[config.mk]
export PLATFORM = sky130hd
export DESIGN_NAME = bsg_cgol_enc_ctrl
export DESIGN_NICKNAME = d
export VERILOG_FILES = /design/src/rtl/bsg_cgol_enc_ctrl.sv
export SDC_FILE = /design/constraint.sdc
export NUM_CORES = 1
export LEC_CHECK = 0
export CAP_MARGIN = 30
export CORE_MARGIN = 1.5
export CORE_UTILIZATION = 48
export CTS_CLUSTER_SIZE = 16
export DETAILED_ROUTE_END_ITERATION = 8
export GPL_TIMING_DRIVEN = 0
export PLACE_DENSITY = 0.78
export SLEW_MARGIN = 5
export SYNTH_ARGS = -nofsm -noshare
export SYNTH_HDL_FRONTEND = slang
export SYNTH_SLANG_ARGS = --single-unit
[constraint.sdc]
create_clock -name clk_i -period 2.1 [get_ports clk_i]
set_input_delay 0.63 -clock clk_i [delete_from_list [all_inputs] [get_ports clk_i]]
set_output_delay 0.63 -clock clk_i [all_outputs]
set_load 0.01 [all_outputs]
[src/rtl/bsg_cgol_enc_ctrl.sv]
// Encrypt-side control for the Arnold's Cat Map engine.
// Valid/ready: an input transfers on a cycle where ready_o and v_i are both
// high; a result transfers on a cycle where v_o and yumi_i are both high.
// The requested count F is reduced modulo period_p by repeated subtraction.
// The cell array is then stepped r = F mod period_p times, and r is presented
// as the key.
module bsg_cgol_enc_ctrl #(
   parameter int board_width_p     = 16,
   parameter int max_game_length_p = 63,
   parameter int period_p          = 12,
   localparam int game_len_width_lp =
      ((max_game_length_p + 1) <= 1) ? 1 : $clog2(max_game_length_p + 1)
) (
   input  logic                         clk_i,
   input  logic                         reset_i,
   input  logic                         en_i,
   input  logic [game_len_width_lp-1:0] frames_i,
   input  logic                         v_i,
   output logic                         ready_o,
   output logic [game_len_width_lp-1:0] key_o,
   output logic                         v_o,
   input  logic                         yumi_i,
   output logic                         update_o,
   output logic                         en_o
);

   typedef enum logic [1:0] {
      eWAIT   = 2'd0,
      eREDUCE = 2'd1,
      eRUN    = 2'd2,
      eDONE   = 2'd3
   } state_e;

   // Only consumed by a subtraction guarded by rem_r >= period_p, so the
   // truncation is harmless when period_p exceeds the counter range.
   localparam logic [game_len_width_lp-1:0] period_w = game_len_width_lp'(period_p);

   state_e                       state_r, state_n;
   logic [game_len_width_lp-1:0] rem_r, rem_n;
   logic [game_len_width_lp-1:0] run_r, run_n;

   // en_i is a clock-gating hook, and board_width_p is informational only.
   logic        unused_en;
   logic [31:0] unused_board;
   assign unused_en    = en_i;
   assign unused_board = 32'(board_width_p);

   // State register; reset abandons any run in progress.
   always_ff @(posedge clk_i) begin
      if (reset_i) state_r <= eWAIT;
      else         state_r <= state_n;
   end

   // Remainder and run counter are not reset; they are always loaded before use.
   always_ff @(posedge clk_i) begin
      rem_r <= rem_n;
      run_r <= run_n;
   end

   // Next-state, datapath updates and state-decoded outputs.
   always_comb begin
      state_n  = state_r;
      rem_n    = rem_r;
      run_n    = run_r;
      ready_o  = 1'b0;
      update_o = 1'b0;
      en_o     = 1'b0;
      v_o      = 1'b0;
      key_o    = rem_r;
      case (state_r)
         eWAIT: begin
            ready_o  = 1'b1;
            update_o = v_i;
            if (v_i) begin
               rem_n   = frames_i;
               state_n = eREDUCE;
            end
         end
         eREDUCE: begin
            // The compare runs at 32 bits so that a period longer than any
            // legal count simply falls through to the run/done decision.
            if (32'(rem_r) >= $unsigned(period_p)) begin
               rem_n = rem_r - period_w;
            end else if (rem_r == '0) begin
               state_n = eDONE;
            end else begin
               run_n   = rem_r;
               state_n = eRUN;
            end
         end
         eRUN: begin
            en_o  = 1'b1;
            run_n = run_r - 1'b1;
            if (run_r == game_len_width_lp'(1)) state_n = eDONE;
         end
         eDONE: begin
            v_o = 1'b1;
            if (yumi_i) state_n = eWAIT;
         end
         default: state_n = eWAIT;
      endcase
   end

endmodule

==> impl_metrics.csv <==
group,metric,value,unit
cells_and_area,syn_to_final_growth,30.0,%
global_route,overflow,0,
worst_hold_path,hp-class,"reg2reg",
cells_and_area,fin_area,1140,sq um
timing,rsz0062_at_grt,"no",
setup_path,crit_path_cell_trace,"ha_1 -> clkdlybuf4s50_1",
setup_path,critPathBufInv,1,
setup_path,crit-reg2reg-launch,"state_r[1]$_SDFFE_PP0P_",
power_and_ir_drop,leakage,0.443,nW
timing,worstMarginPinSlew,0.421,ns
worst_hold_path,hold_path_depth,2,
route,drc_errors,0,
logic_synthesis,synthCells,85,
power_and_ir_drop,cellPowerDensity,1390,nW/um^2
global_route,met2_usage,0.301,
timing,final-hold-violation-count,0,
cts,ctsRootBufferMaster,"clkbuf_4",
logic_synthesis,synth-main-ff-cell,"edfxtp_1",
worst_hold_path,hold_start,"state_r[0]$_SDFFE_PP0P_",
global_route,busiest_layer,"met2",
cells_and_area,stdcell_count,133,
floorplan,fp.coreArea,1730,sq um
timing,fmax,494,MHz
global_route,met3_usage,0.0278,
setup_path,critical_path_class,"reg2out",
setup_path,reg2reg_depth,5,
route,first_iter_violations,17,
status,outcome,"complete, no violations",
cells_and_area,nNetsFinal,129,
place,gp_congestion,0.694,
logic_synthesis,synthTopCellsByArea,"edfxtp_1 (41%), ha_1 (13%), a21oi_1 (5.7%)",
cts,clock_sinks,14,
setup_path,crit_slowest_cell,"clkdlybuf4s50_1",
setup_path,cp.required,1.47,ns
logic_synthesis,syn_nets,105,
global_route,antenna_found_initial,0,
setup_path,start_kind,"flip-flop",
global_route,grt_pass1_wl,2770,um
floorplan,die_w,45.8,um
floorplan,ios,21,
cells_and_area,final_util,0.663,
timing,fin_worst_skew,0.00115,ns
logic_synthesis,yosysWarnings,0,
global_route,grt_util_met1,0.251,
cts,h-tree-depth,1,
logic_synthesis,synthTopCellsByCount,"edfxtp_1 (12), nor2_1 (12), a21oi_1 (10), ha_1 (9), inv_1 (6)",
run,cap_violations,0,
logic_synthesis,synth_cell_types,27,
logic_synthesis,synth_area_leader_cell,"edfxtp_1",
logic_synthesis,synth_edf_count,12,
global_route,track_usage,0.191,
timing,finalMaxSlewViolations,0,
place,hpwl,1290,um
setup_path,max_stage_delay,0.54,ns
place,port_buffers,19,
logic_synthesis,synth.avg_cell_area,10.4,sq um
global_route,grt_pass1_vias,646,
worst_hold_path,worstHoldEndpoint,"state_r[0]$_SDFFE_PP0P_",
power_and_ir_drop,vdd.ir_drop.worst,806,uV
cells_and_area,drive_above_1_share,0.148,
logic_synthesis,seq_area_frac_synth,0.455,
timing,post-route-min-period,2.02,ns
logic_synthesis,synthArstFlopShare,0,
global_route,grt_max_degree,11,
cts,path_clk_slew,0.09,ns
route,vias,657,
timing,finalSetupViolCount,0,
logic_synthesis,synth-seq-cells,14,
route,drt-pass1-iter-count,4,
setup_path,crit_path_end_kind,"output port",
setup_path,r2r_slack,0.20,ns
setup_path,critPathLaunch,"state_r[0]$_SDFFE_PP0P_",
floorplan,fp.dieH,45.8,um
cells_and_area,n_antenna_cell,0,
setup_path,path_max_fanout,3,
cts,clock_path_buffers,2,
cts,cts_buffers,3,
setup_path,cp_top_family,"buffers and inverters",
floorplan,initial_utilization,0.510,
setup_path,worstPathArrival,1.39,ns
route,post_drt_wl_per_cell,12.6,um
logic_synthesis,yosys.area.top_type_share,0.409,
floorplan,die_area,2100,sq um
setup_path,r2r-end,"run_r[5]$_DFFE_PP_",
route,wl,1680,um
timing,slew_headroom,0.719,
route,vias_per_cell,4.94,
floorplan,num_rows,15,
cts,insertion_delay,0.28,ns
place,placed_area,1100,sq um
place,placed_cells,129,
timing,finalCritPeriodShare,0.963,
logic_synthesis,synth_area,881,sq um
route,final_antenna_net_count,0,
cts,cts_tree,"built",
==> per-stage QoR <==
stage	setup slack (ns)	power (mW)	hold slack [ns]	TNS, ns
2_1_floorplan	0.188	1.11	0.536	0
3_3_place_gp	-0.300	1.39	0.570	-1.15
3_5_place_dp	-0.303	1.42	0.583	-1.62
4_1_cts	0.00694	1.59	0.593	0
5_1_grt	0.00587	1.72	0.625	0
6_report	0.0775	1.59	0.588	0
==> layer usage <==
metal  vias up  wire length [um]
met2        16               782
met1       291               801
met5         -                 0
li1        346                 -
met3         4                55
met4         0                37
==> kinds of logic after synthesis <==
kind of cell	after synthesis	synth area share
AOI/OAI and AO/OA	17	0.124
xor gates and xnor gates	6	0.0597
adders and majority gates	9	0.128
buffers and inverters	8	0.0341
DFF	14	0.455
muxes	3	0.0383
and+or+nand+nor	28	0.162
==> worst max path at each step <==
| stage | depth (start not counted) | to | slack, ns |
|---|---|---|---|
| after global routing | 2 | v_o | 0.006 |
| after CTS | 5 | run_r[5]$_DFFE_PP_ | 0.007 |
| final | 2 | v_o | 0.08 |
| after global placement | 3 | update_o | -0.30 |
| after floorplan | 5 | run_r[0]$_DFFE_PP_ | 0.19 |
| after detailed placement | 3 | update_o | -0.30 |
==> layout by cell type, fill, tap and decap left out, types with 2 or more instances in the layout <==
cell type | synthesis | final
nand2_1 | 2 | 2
nor2b_1 | 3 | 3
xor2_1 | 2 | 2
ha_1 | 9 | 7
and3_1 | 2 | 2
clkbuf_1 | 2 | 3
clkdlybuf4s50_1 | 0 | 16
a21oi_1 | 10 | 10
clkbuf_4 | 0 | 3
nor2_1 | 12 | 12
edfxtp_1 | 12 | 12
mux2_2 | 3 | 3
inv_2 | 0 | 2
inv_1 | 6 | 4
nand2b_1 | 3 | 3
xnor2_1 | 4 | 4
==> sequential cells by signal, indices dropped and copies added (netlist names) <==
name,cells
run_r,6
key_o,6
state_r,2
==> power breakdown <==
part           leakage [nW]  total (mW)  internal (mW)  switching [mW]
sequential            0.130       0.614          0.487           0.126
combinational         0.299       0.812          0.401           0.411
clock                0.0150       0.163         0.0736          0.0891
==> worst register-to-register path: stages, from the launching register on <==
cell      delay (ns)
dfxtp_2         0.36
inv_2           0.09
ha_1            0.19
clkbuf_1        0.36
nand3b_1        0.23
a21boi_2        0.36
==> final cells by class <==
| class | count | area (sq um) |
|---|---|---|
| sequential | 14 | 402 |
| multi-input combinational | 63 | 469 |
| inverter | 6 | 22.5 |
| tap | 25 | 31.3 |
| timing repair buffer | 19 | 186 |
| clock buffer | 4 | 26.3 |
| fill | 157 | 582 |
| buffer | 2 | 7.51 |
==> timing repair <==
| action | 4_1_cts | 5_1_grt |
|---|---|---|
| setup endpoints to repair | 9 | 8 |
| hold buffers | 0 | 0 |
| buffers inserted | 0 | 0 |
| gates resized for setup | 11 | 3 |
Note: power is estimated with default switching activity, not from simulation.
